===== config.mk =====
export PLATFORM = sky130hd
export DESIGN_NAME = regbank_write_arbiter_flat
export DESIGN_NICKNAME = d
export VERILOG_FILES = /design/src/rtl/regbank_write_arbiter_pkg.sv /design/src/rtl/regbank_write_arbiter_if.sv /design/src/rtl/regbank_write_arbiter_rr_picker.sv /design/src/rtl/regbank_write_arbiter.sv /design/src/flat_wrapper.sv
export SDC_FILE = /design/constraint.sdc
export NUM_CORES = 1
export LEC_CHECK = 0
export ABC_AREA = 1
export CORE_MARGIN = 5
export CORE_UTILIZATION = 41
export CTS_CLUSTER_SIZE = 40
export DETAILED_ROUTE_END_ITERATION = 8
export PLACE_DENSITY = 0.82
export SYNTH_ARGS = -nofsm -noshare
export SYNTH_HDL_FRONTEND = slang
export SYNTH_SLANG_ARGS = --single-unit

===== constraint.sdc =====
create_clock -name clock -period 1.91 [get_ports clock]
set_input_delay 0.382 -clock clock [delete_from_list [all_inputs] [get_ports clock]]
set_output_delay 0.382 -clock clock [all_outputs]
set_load 0.01 [all_outputs]

===== src/rtl/regbank_write_arbiter_pkg.sv =====
// Shared types and defaults for the register bank write arbiter.
package regbank_arb_pkg;

  typedef enum logic {
    IDLE  = 1'b0,
    WRITE = 1'b1
  } arb_state_e;

  localparam int NUM_REQ_DEF = 4;
  localparam int DATA_W_DEF  = 16;
  localparam int ADDR_W_DEF  = 3;

  // bank_data value after reset
  localparam int BANK_DATA_RST = 0;

endpackage


===== src/rtl/regbank_write_arbiter_if.sv =====
// Request side and bank write port of the arbiter.
// Optional macro REGBANK_ARB_R0_PROTECT_EN adds the wr_err pulse.
interface regbank_write_arbiter_if #(
  parameter int NUM_REQ = regbank_arb_pkg::NUM_REQ_DEF,
  parameter int DATA_W  = regbank_arb_pkg::DATA_W_DEF,
  parameter int ADDR_W  = regbank_arb_pkg::ADDR_W_DEF,
  parameter int IDX_W   = (NUM_REQ > 1) ? $clog2(NUM_REQ) : 1
);
  logic [NUM_REQ-1:0]        req;
  logic [NUM_REQ*ADDR_W-1:0] req_addr;
  logic [NUM_REQ*DATA_W-1:0] req_data;
  logic [NUM_REQ-1:0]        ack;
  logic                      bank_we;
  logic [ADDR_W-1:0]         bank_addr;
  logic [DATA_W-1:0]         bank_data;
  logic                      busy;
  logic [IDX_W-1:0]          grant_id;
`ifdef REGBANK_ARB_R0_PROTECT_EN
  logic                      wr_err;
`endif

  // requesters plus bank side, as seen by the testbench / surrounding logic
  modport master (
`ifdef REGBANK_ARB_R0_PROTECT_EN
    input  wr_err,
`endif
    output req, req_addr, req_data,
    input  ack, bank_we, bank_addr, bank_data, busy, grant_id
  );

  // the arbiter itself
  modport slave (
`ifdef REGBANK_ARB_R0_PROTECT_EN
    output wr_err,
`endif
    input  req, req_addr, req_data,
    output ack, bank_we, bank_addr, bank_data, busy, grant_id
  );

endinterface


===== src/rtl/regbank_write_arbiter_rr_picker.sv =====
// Combinational round-robin picker: first set req bit after 'last', wrapping.
module rr_picker #(
  parameter int N  = 4,
  parameter int IW = (N > 1) ? $clog2(N) : 1
) (
  input  logic [N-1:0]  req,
  input  logic [IW-1:0] last,
  output logic          valid,
  output logic [IW-1:0] idx
);

  // Walk from farthest to nearest so the nearest candidate after 'last' wins.
  always_comb begin
    valid = 1'b0;
    idx   = last;
    for (int off = N; off >= 1; off--) begin
      if (req[(int'(last) + off) % N]) begin
        valid = 1'b1;
        idx   = IW'((int'(last) + off) % N);
      end
    end
  end

endmodule


===== src/rtl/regbank_write_arbiter.sv =====
// Round-robin arbiter for the single write port of the register bank.
// Two-state FSM (IDLE/WRITE), all outputs registered, one write per 2 clocks.
// Optional macro REGBANK_ARB_R0_PROTECT_EN: register 0 becomes read-only
// through this port; such grants still ack but pulse wr_err instead of bank_we.
module regbank_write_arbiter #(
  parameter int NUM_REQ = regbank_arb_pkg::NUM_REQ_DEF,
  parameter int DATA_W  = regbank_arb_pkg::DATA_W_DEF,
  parameter int ADDR_W  = regbank_arb_pkg::ADDR_W_DEF,
  parameter int IDX_W   = (NUM_REQ > 1) ? $clog2(NUM_REQ) : 1
) (
  input  logic                    clock,
  input  logic                    reset,
  regbank_write_arbiter_if.slave  bus
);
  import regbank_arb_pkg::*;

  arb_state_e                      state;
  logic [NUM_REQ-1:0]              ack_q;
  logic                            bank_we_q;
  logic [ADDR_W-1:0]               bank_addr_q;
  logic [DATA_W-1:0]               bank_data_q;
  logic                            busy_q;
  logic [IDX_W-1:0]                grant_q;
`ifdef REGBANK_ARB_R0_PROTECT_EN
  logic                            wr_err_q;
`endif

  logic [NUM_REQ-1:0][ADDR_W-1:0]  addr_arr;
  logic [NUM_REQ-1:0][DATA_W-1:0]  data_arr;
  logic                            pick_vld;
  logic [IDX_W-1:0]                pick_idx;
  logic [NUM_REQ-1:0]              ack_nxt;
  logic                            wr_blk;

  assign addr_arr = bus.req_addr;
  assign data_arr = bus.req_data;

  rr_picker #(.N(NUM_REQ), .IW(IDX_W)) u_pick (
    .req   (bus.req),
    .last  (grant_q),
    .valid (pick_vld),
    .idx   (pick_idx)
  );

  // One-hot ack for the current pick.
  always_comb begin
    ack_nxt           = '0;
    ack_nxt[pick_idx] = 1'b1;
  end

`ifdef REGBANK_ARB_R0_PROTECT_EN
  assign wr_blk = (addr_arr[pick_idx] == '0);
`else
  assign wr_blk = 1'b0;
`endif

  // Grant FSM: IDLE picks and launches a one-cycle write, WRITE always returns.
  always_ff @(posedge clock or posedge reset) begin
    if (reset) begin
      state       <= IDLE;
      ack_q       <= '0;
      bank_we_q   <= 1'b0;
      bank_addr_q <= '0;
      bank_data_q <= DATA_W'(BANK_DATA_RST);
      busy_q      <= 1'b0;
      grant_q     <= IDX_W'(NUM_REQ - 1);
`ifdef REGBANK_ARB_R0_PROTECT_EN
      wr_err_q    <= 1'b0;
`endif
    end else begin
      case (state)
        IDLE: begin
          if (pick_vld) begin
            state     <= WRITE;
            busy_q    <= 1'b1;
            ack_q     <= ack_nxt;
            grant_q   <= pick_idx;
            bank_we_q <= !wr_blk;
            // blocked grants leave the bank port values untouched
            if (!wr_blk) begin
              bank_addr_q <= addr_arr[pick_idx];
              bank_data_q <= data_arr[pick_idx];
            end
`ifdef REGBANK_ARB_R0_PROTECT_EN
            wr_err_q  <= wr_blk;
`endif
          end else begin
            ack_q     <= '0;
            bank_we_q <= 1'b0;
`ifdef REGBANK_ARB_R0_PROTECT_EN
            wr_err_q  <= 1'b0;
`endif
          end
        end
        default: begin
          state     <= IDLE;
          busy_q    <= 1'b0;
          ack_q     <= '0;
          bank_we_q <= 1'b0;
`ifdef REGBANK_ARB_R0_PROTECT_EN
          wr_err_q  <= 1'b0;
`endif
        end
      endcase
    end
  end

  assign bus.ack       = ack_q;
  assign bus.bank_we   = bank_we_q;
  assign bus.bank_addr = bank_addr_q;
  assign bus.bank_data = bank_data_q;
  assign bus.busy      = busy_q;
  assign bus.grant_id  = grant_q;
`ifdef REGBANK_ARB_R0_PROTECT_EN
  assign bus.wr_err    = wr_err_q;
`endif

endmodule


===== src/flat_wrapper.sv =====
// flat-port wrapper written by rule: the top's interface ports become plain ports
module regbank_write_arbiter_flat import regbank_arb_pkg::*;
#(
  parameter int NUM_REQ = regbank_arb_pkg::NUM_REQ_DEF,
  parameter int DATA_W  = regbank_arb_pkg::DATA_W_DEF,
  parameter int ADDR_W  = regbank_arb_pkg::ADDR_W_DEF,
  parameter int IDX_W   = (NUM_REQ > 1) ? $clog2(NUM_REQ) : 1
)
  (clock, reset, bus_req, bus_req_addr, bus_req_data, bus_ack, bus_bank_we, bus_bank_addr, bus_bank_data, bus_busy, bus_grant_id);
  regbank_write_arbiter_if #(.NUM_REQ(NUM_REQ), .DATA_W(DATA_W), .ADDR_W(ADDR_W), .IDX_W(IDX_W)) bus_i ();
  input  logic clock;
  input  logic reset;
  input wire logic [$bits(bus_i.req)-1:0] bus_req;
  input wire logic [$bits(bus_i.req_addr)-1:0] bus_req_addr;
  input wire logic [$bits(bus_i.req_data)-1:0] bus_req_data;
  output wire logic [$bits(bus_i.ack)-1:0] bus_ack;
  output wire logic [$bits(bus_i.bank_we)-1:0] bus_bank_we;
  output wire logic [$bits(bus_i.bank_addr)-1:0] bus_bank_addr;
  output wire logic [$bits(bus_i.bank_data)-1:0] bus_bank_data;
  output wire logic [$bits(bus_i.busy)-1:0] bus_busy;
  output wire logic [$bits(bus_i.grant_id)-1:0] bus_grant_id;
  assign bus_i.req = bus_req;
  assign bus_i.req_addr = bus_req_addr;
  assign bus_i.req_data = bus_req_data;
  assign bus_ack = bus_i.ack;
  assign bus_bank_we = bus_i.bank_we;
  assign bus_bank_addr = bus_i.bank_addr;
  assign bus_bank_data = bus_i.bank_data;
  assign bus_busy = bus_i.busy;
  assign bus_grant_id = bus_i.grant_id;
  regbank_write_arbiter #(.NUM_REQ(NUM_REQ), .DATA_W(DATA_W), .ADDR_W(ADDR_W), .IDX_W(IDX_W)) u_core (.clock(clock), .reset(reset), .bus(bus_i));
endmodule

## Word level (Yosys, flattened, before mapping)

Cells that the tools add are included.

| storage, ports and cells | value |
|---|---|
| register bits after elaboration | 27 |
| output and inout bits | 27 |

| operators by class | value |
|---|---|
| add/sub/neg operators | 4 |
| $lt $le $gt $ge | 6 |
| multiplexer cells | 32 |
| bitwise gates (word level) | 5 |
| reduce and logical (&&, ||, !) cells | 7 |

Operators with widths:

| operator | count |
|---|---|
| 16-bit binary-select mux with 2-bit select | 1 |
| 1-bit two-way mux | 17 |
| 3-bit by 4-bit less-than comparator with 1-bit output, second input constant | 4 |
| 16-bit two-way mux | 1 |
| 1-bit binary-select mux with 2-bit select | 4 |
| 2-bit two-way mux | 4 |
| 4-bit two-way mux | 2 |
| 2-bit OR reduction | 4 |
| 3-bit binary-select mux with 2-bit select | 1 |
| 2-bit by 1-bit adder with 2-bit output, second input constant | 2 |
| 2-bit adder, second input constant | 2 |
| 1-bit AND, first input constant | 4 |
| 2-bit by 3-bit less-than comparator with 1-bit output, second input constant | 1 |
| 3-bit two-way mux | 1 |
| 1-bit demux with 2-bit select | 1 |
| 2-bit by 1-bit >= comparator with 1-bit output, second input constant | 1 |
| 2-bit AND reduction | 1 |
| 2-bit nonzero test | 1 |
| 1-bit logical AND | 1 |
| 1-bit inverter | 1 |

## Logic depth before layout (Yosys ltp)

Gate-level depths: netlist of run 1.

| depth | value |
|---|---|
| depth in word-level cells | 16 |
| gate-level depth with buffers | 16 |
| depth with buffers taken out | 15 |

## Modules after synthesis

Synthesis of run 1 repeated with hierarchy kept, for this count alone.

| second synthesis, totals | value |
|---|---|
| cell total of the unflattened synthesis | 332 |
| area, all modules | 2068.2 um^2 |

Modules (own cells, without submodules):

| module | instances | cells an instance | area an instance (um^2) | sequential area each (um^2) |
|---|---|---|---|---|
| regbank_write_arbiter | 1 | 286 | 1854.3 | 678.2 |
| rr_picker | 1 | 46 | 214.0 | 0.0 |

## Worst setup path before layout of run 1

Ideal clock, no wire load.

| timing path | value |
|---|---|
| path type | register -> register |
| start | reg u_core.grant_q[0], in the netlist u_core.bus.grant_id[0] |
| end | reg u_core.bank_data_q[12], in the netlist u_core.bus.bank_data[12] |
| setup time | 0.117 ns |
| data arrival time | 1.692 ns |
| setup slack | 0.101 ns |
| stages on the path, launching flop included | 17 |
| clock period less this slack | 1.809 ns |
| path through | dfstp_2 > buf_4 > nand2_1 > o21ai_1 > nand2_1 > nand2_1 > nand2_2 > nand2_1 > nand2_2 > buf_6 > buf_12 > nand3_2 > nand2_1 > nand2_1 > nand2_1 > nand2_1 > nand2_1 |

| on the way | value |
|---|---|
| word-level cells in the longest chain between the ends | 10 |
| elaborated cells between the ends (all ways) | 27 |

RTL lines:

| what | line | source |
|---|---|---|
| start: declaration | regbank_write_arbiter.sv:23 | `logic [IDX_W-1:0] grant_q;` |
| start signal: assignment | regbank_write_arbiter.sv:66 | `grant_q <= IDX_W'(NUM_REQ - 1);` |
| start signal: assignment | regbank_write_arbiter.sv:77 | `grant_q <= pick_idx;` |
| 2-bit by 1-bit adder with 2-bit output | regbank_write_arbiter_rr_picker.sv:17, regbank_write_arbiter_rr_picker.sv:19 |  |
| 1-bit binary-select mux with 2-bit select | regbank_write_arbiter_rr_picker.sv:17 | `if (req[(int'(last) + off) % N]) begin` |
| 1-bit two-way mux (not written as such) (2 in a row) | regbank_write_arbiter_rr_picker.sv:17 |  |
| 2-bit two-way mux (4 in a row) | regbank_write_arbiter_rr_picker.sv:17 |  |
| 16-bit binary-select mux with 2-bit select | regbank_write_arbiter.sv:82 | `bank_data_q <= data_arr[pick_idx];` |
| 16-bit two-way mux (not written as such) | regbank_write_arbiter.sv:82 |  |
| end signal: assignment | regbank_write_arbiter.sv:64 | `bank_data_q <= DATA_W'(BANK_DATA_RST);` |
| end signal: assignment | regbank_write_arbiter.sv:82 |  |
| end: declaration | regbank_write_arbiter.sv:21 | `logic [DATA_W-1:0] bank_data_q;` |

Several ways; a longest one is shown, not always the timed one. The select of a mux whose other input is x is not followed.
A chain may end at the register's enable or synchronous reset.

## Worst setup path after layout of run 1

| timing path | value |
|---|---|
| start | reg u_core.grant_q[0], in the netlist u_core.bus.grant_id[0] |
| end | reg u_core.bank_data_q[2], in the netlist u_core.bus.bank_data[2] |

The elaborated chain is that of the path after synthesis.

==> impl_metrics.yaml, run 1 <==
outcome:
  status: "complete, but fails checks"
  violations: "negative setup slack"
route:
  drc: 0
  avgViaCountPerCell: 4.97
  drt_iter0_drc: 223
  route.vias.total: 2704
  wl_mm: 7.93
  ant_nets: 0
  wire_per_inst_um: 14.6
  dr.pass1.iters: 4
timing:
  drv_slew: 0
  worst_slew_pin_slew_ps: 361
  min_period_ps: 2050
  fin_ws_ps: -139
  maxSlewHeadroom: 0.759
  finalHoldViolations: 0
  finalSetupViolCount: 20
  grt_setup_unrepaired: "yes"
  fin_skew_ps: 5.88
  fmax_ghz: 0.488
  finalCritPeriodShare: 1.07
synth:
  syn_area_um2: 2140
  netlist_instances: 355
  ys_seq_area_frac: 0.316
  ys_types: 21
  syn_area_per_cell_um2: 6.04
  yosysWarnings: 0
  ys_seq_elements: 27
  syn_nets: 437
clock_network:
  root_buffer: "clkbuf_8"
  cts-htree-levels: 1
  clock_latency_ps: 280
  numCtsBuffers: 3
  cts.reportedPaths.clkPinSlew_ps: 90
  clock_path_buffers: 2
  cts.sinks: 27
  cts_tree: "done"
critical_path:
  crit_arrival_ps: 2230
  worstPathRequired_ps: 2090
  r2r_setup_slack_ps: -140
  crit_type: "flip-flop to flip-flop"
  ff2ff_path_depth: 16
  cp-end-kind: "flip-flop"
  r2r-start: "u_core.bus.grant_id[0]$_DFFE_PP1P_"
  critPathMaxFanout: 9
  startpoint: "u_core.bus.grant_id[0]$_DFFE_PP1P_"
  cp-start-kind: "flip-flop"
  crit_end: "u_core.bus.bank_data[2]$_DFFE_PP0P_"
  regToRegEndpoint: "u_core.bus.bank_data[2]$_DFFE_PP0P_"
floorplanning:
  fp.coreArea_um2: 5110
  num_rows: 26
  die-area_um2: 6770
  initial_core_util: 0.420
  fp.dieW_um: 82.3
  die_y_um: 82.3
  io-pin-count: 109
global_routing:
  grt_overflow: 0
  grt_pass1_wl_mm: 11.6
  grt_max_degree: 28
  antenna_found_initial: 0
  grt_pass1_vias: 2494
  grtUsageTotal: 0.220
power:
  p_leak_nw: 2.01
  combPwrFrac: 0.825
  clkPwrFrac: 0.042
  vdd_drop_max_mv: 1.41
  seq_power_share: 0.133
  power_density_nw_per_um2: 2140
  power.total_w: 0.00795
  swShare: 0.497
  intPower_w: 0.00399
  switchingPower_w: 0.00395
finish:
  antenna_cells: 0
  final_core_utilization: 0.728
  fill_cells: 405
  final_nets: 557
  fin_cells: 544
  mostFrequentLayoutCell: "nand2_1"
  final_cell_mix: "170 x nand2_1, 107 x clkdlybuf4s50_1, 45 x inv_1"
  final_layout_size_suffix_gt1_frac: 0.162
  area_growth_pct: 73.4
place:
  place_hpwl_mm: 5.32
  io_buffers: 108
  gp_congestion: 0.863
  dp_cells: 530
worst_hold_path:
  hold_path.class: "input pin to async pin"
flow_run:
  max_cap_viol_count: 0
[cell families (layout without fill, tap and decap cells)]
| logic type | Yosys count | after routing | synth area share |
|---|---|---|---|
| AO/OA/AOI/OAI | 5 | 5 | 0.0128 |
| buffers and inverters | 72 | 191 | 0.163 |
| AND/OR/NAND/NOR | 251 | 251 | 0.508 |
| flip-flops | 27 | 27 | 0.316 |
[power groups by stage]
stage	clock [W]	sequential [W]	combinational, W
floorplan	0	0.00114	0.00339
global placement	0	0.00106	0.00507
detailed placement	0	0.00105	0.00521
CTS	0.000341	0.00105	0.00582
global route	0.000360	0.00109	0.00717
finish	0.000336	0.00106	0.00655
[critical path, cell delays in order (launching register included)]
cell and delay [ps]:
dfstp_2 580, buf_12 130, nand2_1 50, nand2_1 100
nand2_1 80, nand2_2 100, nand2_4 80, nand2_4 80
nand2_4 70, buf_12 140, clkbuf_16 170, nand3_1 80
nand2_1 60, nand2_1 50, nand2_1 60, nand2_1 70
nand2_1 50
[metrics by stage]
step | hold slack, ps | TNS [ps] | instance area, µm² | setup WS (ps)
after global routing | 492 | -4350 | 3720 | -241
after floorplan | 433 | 0 | 2140 | 101
after global placement | 465 | -4560 | 3360 | -232
final | 455 | -1600 | 3720 | -139
after CTS | 463 | -1000 | 3520 | -77.3
after detailed placement | 468 | -6010 | 3360 | -294
[layout make-up]
| type | count | area (µm²) | area share |
|---|---|---|---|
| clock buffers | 4 | 45.0 | 0.0121 |
| well taps | 70 | 87.6 | 0.0236 |
| multi-input cells | 256 | 1250 | 0.337 |
| inverters | 51 | 196 | 0.0528 |
| flip-flops and latches | 27 | 678 | 0.182 |
| repair buffers | 136 | 1460 | 0.392 |
[metal layers]
layer / up-vias / share of wire / global-route usage
li1: 1305 / - / -
met1: 1260 / 0.39 / 0.271
met2: 130 / 0.49 / 0.384
met3: 9 / 0.10 / 0.0510
met4: 0 / 0.010 / 0.0598
met5: - / 0 / 0
[flip-flops by register name (all words and copies together) (netlist names)]
| signal | count |
|---|---|
| u_core.bus.bank_we | 1 |
| u_core.bus.bank_data | 16 |
| u_core.bus.busy | 1 |
| u_core.bus.bank_addr | 3 |
| u_core.bus.ack | 4 |
| u_core.bus.grant_id | 2 |
[worst min-delay path by stage]
stage	cells after the start	end	slack (ps)
finish	3	u_core.bus.bank_data[13]$_DFFE_PP0P_	450
floorplan	1	u_core.bus.ack[0]$_DFF_PP0_	430
global placement	2	u_core.bus.bank_data[12]$_DFFE_PP0P_	460
CTS	3	u_core.bus.bank_data[2]$_DFFE_PP0P_	460
detailed placement	2	u_core.bus.bank_data[14]$_DFFE_PP0P_	470
global route	3	u_core.bus.bank_data[0]$_DFFE_PP0P_	490
[repair_timing]
item	4_1_cts	5_1_grt
buffers inserted	2	4
endpoints found under the setup margin	21	26
hold buffers	0	0
cloned	2	2
endpoints found under the hold margin	0	0
resized for setup	12	32
pin swaps	4	1
[synthesized netlist by cell type]
master    number  area (µm²)
o21ai_1        2        10.0
a21oi_1        1        5.00
buf_12         1        20.0
buf_2          8        40.0
nand2_1      182         683
o21a_1         1        7.51
nand3_1       49         245
nand4_1        1        6.26
nand3_2       11         110
inv_1         48         180
o21ai_0        1        5.00
clkbuf_1       3        11.3
nand3b_1       1        7.51
nor2_1         2        7.51
inv_2          3        11.3
dfrtp_1       25         626
nand2_2        3        18.8
buf_6          5        56.3
dfstp_2        2        52.6
buf_4          4        30.0
nor3_1         2        10.0
Note: power is estimated with default switching activity, not from simulation.
==> run 2, diff against run 1 <==
- SLEW_MARGIN: unset -> 20
==> results of run 2 <==
Same layout as run 1: the final DEF is identical, and so are final timing and power.
==> run 3, diff against run 2 <==
- GPL_ROUTABILITY_DRIVEN: unset -> 1
- HOLD_SLACK_MARGIN: unset -> 0.06
==> results of run 3 <==
Same layout as run 1: the final DEF is identical, and so are final timing and power.
